--- config.mk ---
export PLATFORM = sky130hd
export DESIGN_NAME = pulse_one_shot
export DESIGN_NICKNAME = d
export VERILOG_FILES = /design/src/rtl/pulse_one_shot_pkg.sv /design/src/rtl/pulse_one_shot_debounce.sv /design/src/rtl/pulse_one_shot.sv
export SDC_FILE = /design/constraint.sdc
export NUM_CORES = 1
export LEC_CHECK = 0
export BUFFER_PORTS_ARGS = -buffer_cell sky130_fd_sc_hd__buf_2
export CORE_AREA = 5 5 42 44
export DETAILED_ROUTE_END_ITERATION = 8
export DIE_AREA = 0 0 47 49
export HOLD_SLACK_MARGIN = 0.05
export SKIP_LAST_GASP = 1
export SLEW_MARGIN = 15
export SYNTH_ARGS = -nofsm -noshare
export SYNTH_HDL_FRONTEND = slang
export SYNTH_HIERARCHICAL = 1
export SYNTH_SLANG_ARGS = --single-unit
--- constraint.sdc ---
create_clock -name clk -period 1.4 [get_ports clk]
set_input_delay 0.14 -clock clk [delete_from_list [all_inputs] [get_ports clk]]
set_output_delay 0.14 -clock clk [all_outputs]
set_load 0.01 [all_outputs]
--- src/rtl/pulse_one_shot_pkg.sv ---
// Shared defaults and sizing helper for the pulse one-shot conditioner.
package pulse_one_shot_pkg;

    localparam int unsigned DEFAULT_SYNC_STAGES   = 2;
    localparam int unsigned DEFAULT_STABLE_CYCLES = 8;

    // Counter width able to hold 0..stable_cycles.
    function automatic int unsigned cnt_width(input int unsigned stable_cycles);
        return $clog2(stable_cycles + 1);
    endfunction

endpackage

--- src/rtl/pulse_one_shot_debounce.sv ---
// Synchroniser + stability-counter debouncer producing the accepted level.
module debounce_filter
    import pulse_one_shot_pkg::*;
#(
    parameter int unsigned SYNC_STAGES   = DEFAULT_SYNC_STAGES,
    parameter int unsigned STABLE_CYCLES = DEFAULT_STABLE_CYCLES
) (
    input  logic clk,
    input  logic rst,
    input  logic i_pulse,
    output logic o_level,
    output logic o_accept
);

    localparam int unsigned     CW       = cnt_width(STABLE_CYCLES);
    localparam logic [CW-1:0]   CNT_LAST = CW'(STABLE_CYCLES - 1);

    logic [SYNC_STAGES-1:0] r_sync;
    logic                   r_level;
    logic [CW-1:0]          r_cnt;
    logic                   w_sync_out;
    logic                   w_differs;
    logic                   w_accept;

    assign w_sync_out = r_sync[SYNC_STAGES-1];
    assign w_differs  = (w_sync_out != r_level);
    // Accept on the STABLE_CYCLES-th consecutive differing sample.
    assign w_accept   = w_differs && (r_cnt == CNT_LAST);

    // Synchronise the raw input and qualify any new level by run length.
    always_ff @(posedge clk) begin
        if (rst) begin
            r_sync  <= '0;
            r_level <= 1'b0;
            r_cnt   <= '0;
        end else begin
            r_sync <= {r_sync[SYNC_STAGES-2:0], i_pulse};
            if (!w_differs) begin
                r_cnt <= '0;
            end else if (w_accept) begin
                r_level <= w_sync_out;
                r_cnt   <= '0;
            end else begin
                r_cnt <= r_cnt + CW'(1);
            end
        end
    end

    assign o_level  = r_level;
    assign o_accept = w_accept;

endmodule

--- src/rtl/pulse_one_shot.sv ---
// Debounced rising-edge one-shot: one clk-wide strobe per accepted 0->1.
module pulse_one_shot
    import pulse_one_shot_pkg::*;
#(
    parameter int unsigned SYNC_STAGES   = DEFAULT_SYNC_STAGES,
    parameter int unsigned STABLE_CYCLES = DEFAULT_STABLE_CYCLES
) (
    input  logic clk,
    input  logic rst,
    input  logic pulse,
    output logic pulse_out
);

    if (SYNC_STAGES < 2) begin : g_bad_sync_stages
        $error("pulse_one_shot: SYNC_STAGES must be 2 or more");
    end
    if (STABLE_CYCLES < 1) begin : g_bad_stable_cycles
        $error("pulse_one_shot: STABLE_CYCLES must be 1 or more");
    end

    logic w_level;
    logic w_accept;
    logic w_rise;
    logic r_pulse_out;

    debounce_filter #(
        .SYNC_STAGES   (SYNC_STAGES),
        .STABLE_CYCLES (STABLE_CYCLES)
    ) u_filter (
        .clk      (clk),
        .rst      (rst),
        .i_pulse  (pulse),
        .o_level  (w_level),
        .o_accept (w_accept)
    );

    // Strobe is taken from the update condition so it rises on the same
    // edge as the accepted level rather than one cycle later.
    assign w_rise = w_accept && !w_level;

    // Register the one-cycle strobe.
    always_ff @(posedge clk) begin
        if (rst) begin
            r_pulse_out <= 1'b0;
        end else begin
            r_pulse_out <= w_rise;
        end
    end

    assign pulse_out = r_pulse_out;

endmodule

Word-level counts from Yosys, hierarchy flattened
Index checks and enable logic that the tools add are counted.
{"block": "classes", "addsub": 1, "n_eq_ne": 2, "n_bitwise": 1, "reduce_logical": 5}
{"operator": "$add 4x1->4 const B", "count": 1}
{"operator": "$eq 4x3->1 const B", "count": 1}
{"operator": "$reduce_or 3->1", "count": 1}
{"operator": "$logic_and 1x1->1", "count": 2}
{"operator": "$reduce_and 2->1", "count": 1}
{"operator": "$logic_not 1->1", "count": 1}
{"operator": "$ne 1x1->1", "count": 1}
{"operator": "$not 1->1", "count": 1}
{"block": "totals", "reg_bits": 8, "out_inout_bits": 1, "elab_cells": 13}

Longest topological paths before layout
Gate-level depths: netlist (run 1).
{"block": "logic_depth", "word_depth": 3, "ltp_mapped": 4, "depth_no_buf": 4}

Hierarchy
Netlist (run 1), hierarchy kept.
{"mod": "debounce_filter", "n_inst": 1, "cells_per_inst": 24, "area_per_inst_um2": 250.2, "seq_area_each_um2": 140.1}
{"mod": "pulse_one_shot", "n_inst": 1, "cells_per_inst": 2, "area_per_inst_um2": 32.5, "seq_area_each_um2": 20.0}

Least setup slack after synthesis (run 1)
OpenSTA, ideal clock, no wires.
{"block": "synth_path", "kind": "register to register", "from": "register u_filter.r_cnt[0]", "to": "register u_filter.r_cnt[3]", "t_arrival_ns": 1.115, "required_time_ns": 1.336, "slack_ns": 0.221, "stages_incl_launch_ff": 5, "period_less_slack_ns": 1.179, "path_cell_list": "dfxtp_1 > ha_1 > nand3b_1 > or3b_1 > nor2_1"}
{"block": "synth_between", "elab_chain_cells": 3}
{"element": "start: declaration", "line": "pulse_one_shot_debounce.sv:20", "rtl": "logic [CW-1:0] r_cnt;"}
{"element": "start signal: assignment", "line": "pulse_one_shot_debounce.sv:44", "rtl": "r_cnt <= r_cnt + CW'(1);"}
{"element": "parallel branches: the longest is 3 deep, another holds $add 4x1->4"}
Several ways; the timed one is not identified.
A chain may end at the register's enable or synchronous reset.

Final worst setup path (run 1)
Ends and elaborated chain as after synthesis.

==> impl_results.md, run 1 <==
- Run status: finished, final reports clean
- WP buf/inv: 0
- Final period utilization: 90.4%
- Final Hold Fails: 0
- Starting Density: 20.2%
- TritonCTS Buffers: 3
- # fillers: 154
- CP Depth: 4
- Clk buf depth: 2
- Clock-pin slew on the worst setup and hold paths: 0.05 ns
- Sequential share of power: 56.2%
- Synth warn: 6
- Final antenna-violating net count: 0
- Worst Skew: 0.00616 ns
- IO buf count: 3
- CP required: 1.59 ns
- CTS resizes: 0
- Critical path's top delay family: simple AND/OR/NAND/NOR gates
- Die area: 0.00230 mm^2
- Worst hold start: pulse
- Crit path kind: flop to flop
- Synth Net Count: 30
- Post-Syn Area: 283 um^2
- Most used routing layer: met3
- Vias: 180
- Reg2reg path depth: 4
- Die width: 47 um
- Layout cells sized above 1: 21.9%
- Leak Pwr: 0.139 nW
- Worst setup path endpoint: u_filter/r_cnt[3]
- CP Max Fanout: 3
- I/O pin cnt: 4
- R2r endpoint: u_filter/r_cnt[3]
- Die height: 49 um
- Final Non-Filler Cells: 48
- Setup violators final: 0
- Comb power frac: 2.5%
- Switching share of power: 19.4%
- CTS sink cnt: 8
- Global-route wire length before repair: 662 um
- Reg-to-reg startpoint: u_filter/r_cnt[0]
- Largest net degree at the start of global routing: 7
- # diodes: 0
- Post-synth top area share: 56.6%
- Reg area: 160 um^2
- Clock share of power: 41.3%
- Initial antenna violation count: 0
- Vias in the first global route: 155
- Area Growth Syn to Fin: 20.4%
- Max Freq: 790 MHz
- Nature of the critical path endpoint: flop
- WL final: 397 um
- Placed insts: 45
- Sequential share of the synthesized area: 56.6%
- Core area: 0.00140 mm^2
- CP Cell Sequence: ha_1 -> nand3b_1 -> or3b_1 -> nor2_1
- Synth Area per Inst: 10.9 um^2
- Yosys top cell by area: dfxtp_1
- Setup crit start kind: flop
- Max IR drop VDD: 411 uV
- Drt pass-1 iters: 3
- RSZ-0062 raised after global routing: no
- # hold bufs at CTS: 0
- Pwr Total: 415 uW
- Slew @ Worst Pin: 0.243 ns
- CTS tree: yes
- Critical path arrival: 1.46 ns
- Final HPWL DP: 261 um
- Fin crit period: 1.27 ns
- Power Density: 1220 mW/mm^2
- # DRC: 0
- Total GRT Usage: 4.80%
- FP Rows: 14
- Grt ovf: 0
- Net Sw Power: 80.6 uW
- Post-layout nets: 38
- Slowest cell on crit path: or3b_1
- Total setup buffers inserted after CTS: 0
- Routing usage on met1: 4.66%
- R2r setup slk: 0.13 ns
- Max-cap violations: 0
- Via density per instance: 3.75
- #FFs+latches synth: 8
- Area contributors post-synth: dfxtp_1 (57%), nor2_1 (6.6%), xnor2_1 (6.2%)
- GR Util met2: 4.98%
- Hold Crit Class: primary input to flop
- GP Congestion: 0.653
- Max H-tree Level: 1
- DR iter-0 viols: 2
- Root buffer cell: clkbuf_4
- CP max stage delay: 0.41 ns
- CP startpoint: u_filter/r_cnt[0]
- Final Max Slew Viols: 0
- WL per Instance: 8.27 um
- Setup TNS: 0 ns
- GR Layer Usage met3: 7.01%
- Cells after synthesis: 26
- Multi-input logic area: 119 um^2
- Worst slew margin: 83.7%
- Yosys cell types: 13
- Internal power: 334 uW
- Clock Latency Late Sink: 0.25 ns
==> kinds of logic after synthesis <==
logic type	share of synthesized area, %
muxes	3.54
buffers and inverters	1.33
adders and majority gates	4.42
DFF	56.6
and+or+nand+nor	24.8
xor gates and xnor gates	9.29
==> sequential cells by signal, summed over array words and instances (netlist names) <==
signal,count
u_filter/r_cnt,4
pulse_out,1
u_filter/o_level,1
u_filter/r_sync,2
==> through the flow <==
stage | worst slack [ns] | instance area [um^2] | hold WS, ns | utilization [%]
after floorplan | 0.221 | 283 | 0.211 | -
after global placement | 0.143 | 318 | 0.353 | 22.7
after detailed placement | 0.144 | 318 | 0.357 | 22.7
after CTS | 0.118 | 340 | 0.0981 | 24.3
after global routing | 0.0418 | 340 | 0.110 | 24.3
final | 0.134 | 340 | 0.103 | 24.3
==> how the worst min path moves through the flow <==
stage                                    end  cells after the start  slack (ns)
after global routing      u_filter/r_sync[0]                      2        0.11
after floorplan                    pulse_out                      1        0.21
final                     u_filter/r_sync[0]                      2        0.10
after CTS                 u_filter/r_sync[0]                      2         0.1
after detailed placement  u_filter/r_sync[0]                      2        0.36
after global placement    u_filter/r_sync[0]                      2        0.35
==> power groups by stage <==
stage	combinational [mW]	sequential, mW	clock (mW)
after floorplan	0.00487	0.238	0
after global routing	0.0120	0.233	0.194
after CTS	0.0107	0.233	0.180
final	0.0104	0.233	0.172
after detailed placement	0.0105	0.238	0
after global placement	0.0101	0.238	0
==> cell type report <==
| type | count | share of cell area (%) |
|---|---|---|
| clock buffers | 3 | 6.62 |
| inverters | 1 | 1.10 |
| multi-input cells | 17 | 34.9 |
| flip-flops and latches | 8 | 47.1 |
| well taps | 16 | 5.88 |
| repair buffers | 3 | 4.41 |
==> per-layer routing <==
layer	vias up	wire length [um]
met2	7	159
met3	0	64
li1	97	-
met5	-	0
met4	0	0
met1	76	173
==> synthesized netlist by cell type <==
cell	count
nor3b_2	1
xnor2_1	2
mux2i_1	1
inv_1	1
nand3b_1	1
nor2_1	5
nand3_1	1
or3b_1	1
nor2b_1	2
xor2_1	1
nor3_1	1
dfxtp_1	8
ha_1	1
==> placed cells by master (no fill, tap or decap) <==
cell type / Yosys / routed
buf_2: 0 / 3
clkbuf_4: 0 / 3
dfxtp_1: 8 / 8
ha_1: 1 / 1
inv_1: 1 / 1
mux2i_1: 1 / 1
nand3_1: 1 / 1
nand3b_1: 1 / 1
nor2_1: 5 / 5
nor2b_1: 2 / 2
nor3_1: 1 / 1
nor3b_2: 1 / 1
or3b_1: 1 / 1
xnor2_1: 2 / 2
xor2_1: 1 / 1
Power figures use the tool's default switching activity.
==> inputs of run 2 (changes only) <==
- RECOVER_POWER: default -> 50
==> run 2 against run 1 <==
Compared with the run above: cell count stayed put; die area stayed put; highest routed layer unchanged; largest power group unchanged; global-route usage stayed put; flip-flop and latch count stayed put; critical endpoint unchanged.
==> impl_results.md, run 2 (synthesis gave the netlist of run 1 again) <==
- Run status: finished, final reports clean (unchanged)
- Vias in the first global route: 155 (unchanged)
- Die height: 49 um (unchanged)
- Final HPWL DP: 261 um (unchanged)
- CTS sink cnt: 8 (unchanged)
- Nature of the critical path endpoint: flop (unchanged)
- # DRC: 0 (unchanged)
- Final antenna-violating net count: 0 (unchanged)
- Slowest cell on crit path: or3b_1 (unchanged)
- Die area: 0.00230 mm^2 (unchanged)
- Area Growth Syn to Fin: 19.5% (was 20.4%)
- Via density per instance: 3.75 (unchanged)
- Leak Pwr: 0.132 nW (was 0.139 nW)
- FP Rows: 14 (unchanged)
- Core area: 0.00140 mm^2 (unchanged)
- Setup TNS: 0 ns (unchanged)
- Final Hold Fails: 0 (unchanged)
- Layout cells sized above 1: 15.6% (was 21.9%)
- Final Max Slew Viols: 0 (unchanged)
- Critical path arrival: 1.46 ns (about the same)
- Regs by FF count: u_filter/r_cnt (4), u_filter/r_sync (2) (unchanged)
- Global-route wire length before repair: 662 um (unchanged)
- Max Freq: 790 MHz (about the same)
- Vias: 180 (unchanged)
- Post-layout nets: 38 (unchanged)
- Largest net degree at the start of global routing: 7 (unchanged)
- Fin crit period: 1.27 ns (about the same)
- Clk buf depth: 2 (unchanged)
- Total GRT Usage: 4.80% (unchanged)
- Critical path's top delay family: simple AND/OR/NAND/NOR gates (unchanged)
- Register bank with the most flops: u_filter/r_cnt (unchanged)
- Grt ovf: 0 (unchanged)
- GP Congestion: 0.653 (unchanged)
- Root buffer cell: clkbuf_4 (unchanged)
- CTS resizes: 0 (unchanged)
- Max H-tree Level: 1 (unchanged)
- I/O pin cnt: 4 (unchanged)
- TritonCTS Buffers: 3 (unchanged)
- Setup crit start kind: flop (unchanged)
- Clock Latency Late Sink: 0.25 ns (about the same)
- Die width: 47 um (unchanged)
- CP max stage delay: 0.41 ns (about the same)
- # diodes: 0 (unchanged)
- # hold bufs at CTS: 0 (unchanged)
- RSZ-0062 raised after global routing: no (unchanged)
- CP Max Fanout: 3 (unchanged)
- Total setup buffers inserted after CTS: 0 (unchanged)
- WL per Instance: 8.35 um (was 8.27 um)
- Post-Layout Inst Area: 338 um^2 (was 340 um^2)
- Initial antenna violation count: 0 (unchanged)
- Slew @ Worst Pin: 0.269 ns (was 0.243 ns)
- Drt pass-1 iters: 3 (unchanged)
- DR iter-0 viols: 2 (unchanged)
- Starting Density: 20.2% (unchanged)
- Max IR drop VDD: 410 uV (was 411 uV)
- Worst Skew: 0.00609 ns (was 0.00616 ns)
- Hold Crit Class: primary input to flop (unchanged)
- DP Area: 318 um^2 (unchanged)
- Crit path kind: flop to flop (unchanged)
- Max FFs per register: 4 (unchanged)
- Final period utilization: 90.4% (about the same)
- Power Density: 1230 mW/mm^2 (was 1220 mW/mm^2)
- CP Cell Sequence: ha_1 -> nand3b_1 -> or3b_1 -> nor2_1 (unchanged)
- CTS tree: yes (unchanged)
- IO buf count: 3 (unchanged)
- Worst slew margin: 82.1% (was 83.7%)
- WL final: 401 um (was 397 um)
- WP buf/inv: 0 (unchanged)
- Max-cap violations: 0 (unchanged)
- CP required: 1.59 ns (about the same)
- Finished Core Util: 24.1% (was 24.3%)
- Setup violators final: 0 (unchanged)
- Leading cell type in the layout, fill and taps excluded: dfxtp_1 (unchanged)
- Clock-pin slew on the worst setup and hold paths: 0.05 ns (about the same)
- Commonest non-fill, non-tap cells in the layout: dfxtp_1 (8), nor2_1 (5), clkbuf_4 (3) (was dfxtp_1 (8), nor2_1 (5), clkbuf_4 (3), buf_2 (3))
[run 2: cell types whose count changed in the layout (fill, tap and decap cells not counted)]
| cell | change |
|---|---|
| buf_2 | -2 |
| clkbuf_1 | +2 |
[run 2: cell type report]
type / instances / area, um^2
timing repair buffer: 3 / 12.5
tap: 16 / 20.0
sequential: 8 / 160
multi-input combinational: 17 / 119
inverter: 1 / 3.75
clock buffer: 3 / 22.5
fill: 155 / 1060
[run 2: power by group]
group / internal, mW / switching [mW] / leakage (nW)
logic: 0.00463 / 0.00535 / 0.0528
clock network: 0.0978 / 0.0738 / 0.0138
registers: 0.232 / 0.00154 / 0.0649
total: 0.334 / 0.0807 / 0.132
[run 2: through the flow]
stage / setup slack (ns) / total power, mW / hold WS [ns] / std cells
after floorplan: 0.221 / 0.242 / 0.211 / 26
after global placement: 0.143 / 0.248 / 0.353 / 45
after detailed placement: 0.144 / 0.248 / 0.357 / 45
after CTS: 0.118 / 0.424 / 0.0981 / 48
after global routing: 0.0418 / 0.439 / 0.110 / 48
final: 0.134 / 0.415 / 0.103 / 48
[run 2: routing by layer]
layer	wire, um	share of wire (%)	global-route usage (%)	up-vias
met5	0	0	0	-
met4	0	0	2.76	0
met3	66	16	7.01	0
met2	159	40	4.98	7
met1	175	44	4.66	76
li1	-	-	-	97
[run 2: path summary, 6_finish.rpt]
kind,startpoint,endpoint,slack (ns),cells after the start
max reg2reg,u_filter/r_cnt[0],u_filter/r_cnt[3],0.13,4
max,u_filter/r_cnt[0],u_filter/r_cnt[3],0.13,4
min reg2reg,u_filter/r_sync[0],u_filter/r_sync[1],0.44,1
min,pulse,u_filter/r_sync[0],0.10,2
==> inputs of run 3 (changes only) <==
- SYNTH_HIERARCHICAL: 1 -> default
==> run 3 against run 2 <==
Compared with the run above: non-clock buffer count unchanged; die area unchanged; combinational power decreased by 0.6%.
==> impl_results.md, run 3 <==
- Leading cell type in the layout, fill and taps excluded: dfxtp_1 (unchanged)
- Post-synth top area share: 57.7% (was 56.6%)
- Final Non-Filler Cells: 47 (was 48)
- Max H-tree Level: 1 (unchanged)
- # diodes: 0 (unchanged)
- Prevailing post-synth register cell: dfxtp_1 (unchanged)
- Worst Hold Depth: 2 (unchanged)
- CTS tree: yes (unchanged)
- FP Rows: 14 (unchanged)
- Global-route wire length before repair: 690 um (was 662 um)
- Starting Density: 19.8% (was 20.2%)
- Die area: 0.00230 mm^2 (unchanged)
- Reg2reg path depth: 3 (was 4)
- Via density per instance: 3.87 (was 3.75)
- Cells after synthesis: 25 (was 26)
- Final Max Slew Viols: 0 (unchanged)
- CP required: 1.54 ns (was 1.59 ns)
- Worst hold start: pulse (unchanged)
- Slew @ Worst Pin: 0.249 ns (was 0.269 ns)
- Max Freq: 945 MHz (was 790 MHz)
- Nature of the critical path endpoint: flop (unchanged)
- Top cells by count, synth: dfxtp_1 (8), nor2_1 (4), xor2_1 (3), nand3b_1 (2), nor2b_1 (2) (was dfxtp_1 (8), nor2_1 (5), nor2b_1 (2), xnor2_1 (2))
- CP startpoint: u_filter.r_cnt[0] (was u_filter/r_cnt[0])
- Largest net degree at the start of global routing: 7 (unchanged)
- Initial antenna violation count: 0 (unchanged)
- Core area: 0.00140 mm^2 (unchanged)
- Endpoint, Worst Hold: u_filter.r_sync[0] (was u_filter/r_sync[0])
- Worst slew margin: 83.2% (was 82.1%)
- #FFs+latches synth: 8 (unchanged)
- Final period utilization: 75.6% (was 90.4%)
- Die width: 47 um (unchanged)
- Post-Syn Area: 278 um^2 (was 283 um^2)
- RSZ-0062 raised after global routing: no (unchanged)
- Power Density: 1230 mW/mm^2 (about the same)
- Placed insts: 44 (was 45)
- Root buffer cell: clkbuf_4 (unchanged)
- Sequential share of power: 56.8% (was 56.2%)
- Async SR Flop Fraction: 0% (unchanged)
- Max IR drop VDD: 488 uV (was 410 uV)
- Most common cell in the synthesized netlist: dfxtp_1 (unchanged)
- # DRC: 0 (unchanged)
- Drt pass-1 iters: 1 (was 3)
- Max FFs per register: 4 (unchanged)
- Final antenna-violating net count: 0 (unchanged)
- Area contributors post-synth: dfxtp_1 (58%), xor2_1 (9.5%), nand3b_1 (5.4%) (was dfxtp_1 (57%), nor2_1 (6.6%), xnor2_1 (6.2%))
- EDFF count, synth: 0 (unchanged)
- Yosys cell types: 11 (was 13)
- Total GRT Usage: 4.24% (was 4.80%)
- DR iter-0 viols: 0 (was 2)
- Worst Skew: 0.00133 ns (was 0.00609 ns)
- I/O pin cnt: 4 (unchanged)
- Total setup buffers inserted after CTS: 0 (unchanged)
- Setup TNS: 0 ns (unchanged)
- Pwr Total: 411 uW (was 415 uW)
- CP Max Fanout: 3 (unchanged)
- Clk buf depth: 2 (unchanged)
- # hold bufs at CTS: 0 (unchanged)
- Sequential share of the synthesized area: 57.7% (was 56.6%)
- Layout cells sized above 1: 16.1% (was 15.6%)
- Commonest non-fill, non-tap cells in the layout: dfxtp_1 (8), nor2_1 (4), xor2_1 (3), clkbuf_4 (3) (was dfxtp_1 (8), nor2_1 (5), clkbuf_4 (3))
- Net Sw Power: 76.2 uW (was 80.7 uW)
- Comb power frac: 2.4% (about the same)
- Synth Area per Inst: 11.1 um^2 (was 10.9 um^2)
- Setup crit start kind: flop (unchanged)
- Clock-pin slew on the worst setup and hold paths: 0.05 ns (about the same)
- R2r setup slk: 0.34 ns (was 0.13 ns)
- Internal power: 335 uW (was 334 uW)
- CTS sink cnt: 8 (unchanged)
- Area Growth Syn to Fin: 20.3% (was 19.5%)
- Grt ovf: 0 (unchanged)
- Setup violators final: 0 (unchanged)
- Fin crit period: 1.06 ns (was 1.27 ns)
- WL final: 385 um (was 401 um)
- Final Hold Fails: 0 (unchanged)
- Post-layout nets: 37 (was 38)
- TritonCTS Buffers: 3 (unchanged)
- Reg-to-reg startpoint: u_filter.r_cnt[0] (was u_filter/r_cnt[0])
- Leak Pwr: 0.152 nW (was 0.132 nW)
- Run status: finished, final reports clean (unchanged)
- Min Hold Slack: 0.120 ns (was 0.103 ns)
- GP Congestion: 0.687 (was 0.653)
- Vias: 182 (was 180)
- Max-cap violations: 0 (unchanged)
- Synth Net Count: 29 (was 30)
- Critical path arrival: 1.20 ns (was 1.46 ns)
- IO buf count: 3 (unchanged)
- Die height: 49 um (unchanged)
- Clock share of power: 40.8% (was 41.4%)
- WL per Instance: 8.19 um (was 8.35 um)
- Vias in the first global route: 186 (was 155)
- Regs by FF count: u_filter.r_cnt (4), u_filter.r_sync (2) (was u_filter/r_cnt (4), u_filter/r_sync (2))
- Switching share of power: 18.5% (was 19.5%)
- Crit path kind: flop to flop (unchanged)
- R2r endpoint: pulse_out (was u_filter/r_cnt[3])
- Clock Latency Late Sink: 0.24 ns (was 0.25 ns)
- CTS resizes: 0 (unchanged)
- Synth warn: 0 (was 6)
- Register bank with the most flops: u_filter.r_cnt (was u_filter/r_cnt)
- Yosys top cell by area: dfxtp_1 (unchanged)
- Hold Crit Class: primary input to flop (unchanged)
[run 3: area by class of cell]
class	count	area, um^2
multi-input combinational	16	114
fill	156	1070
tap	16	20.0
sequential	8	160
clock buffer	3	22.5
inverter	1	3.75
timing repair buffer	3	13.8
[run 3: power groups by stage]
stage	Clock (mW)	Combinational (mW)	Sequential (mW)
global route	0.197	0.0112	0.233
finish	0.167	0.00992	0.233
detailed placement	0	0.0101	0.238
global placement	0	0.0100	0.238
floorplan	0	0.00518	0.238
CTS	0.176	0.0101	0.233
[run 3: logic make-up after synthesis]
logic type / after synthesis / share of synthesized area, %
and+or+nand+nor: 11 / 23.4
adders and majority gates: 1 / 4.50
buffers and inverters: 1 / 1.35
muxes: 1 / 3.60
DFF: 8 / 57.7
xor gates and xnor gates: 3 / 9.46
[run 3: metrics by stage]
stage | area [um^2] | utilization, % | setup WS (ns)
2_1_floorplan | 278 | - | 0.419
3_3_place_gp | 313 | 22.3 | 0.374
3_5_place_dp | 313 | 22.3 | 0.351
4_1_cts | 335 | 23.9 | 0.339
5_1_grt | 334 | 23.8 | 0.270
6_report | 334 | 23.8 | 0.341
[run 3: routing by layer]
layer	track usage [%]	routed length [um]	up-vias
li1	-	-	94
met1	4.88	200	84
met2	5.66	157	4
met3	3.69	28	0
met4	1.38	0	0
met5	0	0	-
[run 3: how the worst max path moves through the flow]
stage	to	slack, ns	depth (start not counted)
3_5_place_dp	u_filter.o_level	0.35	4
3_3_place_gp	u_filter.o_level	0.37	4
5_1_grt	pulse_out	0.27	3
4_1_cts	pulse_out	0.34	3
2_1_floorplan	u_filter.o_level	0.42	4
6_report	pulse_out	0.34	3
[run 3: critical path, stage by stage, from the launching register on]
cell and delay, ns:
dfxtp_1 0.35, ha_1 0.19, nand3b_1 0.15, nor4b_1 0.27
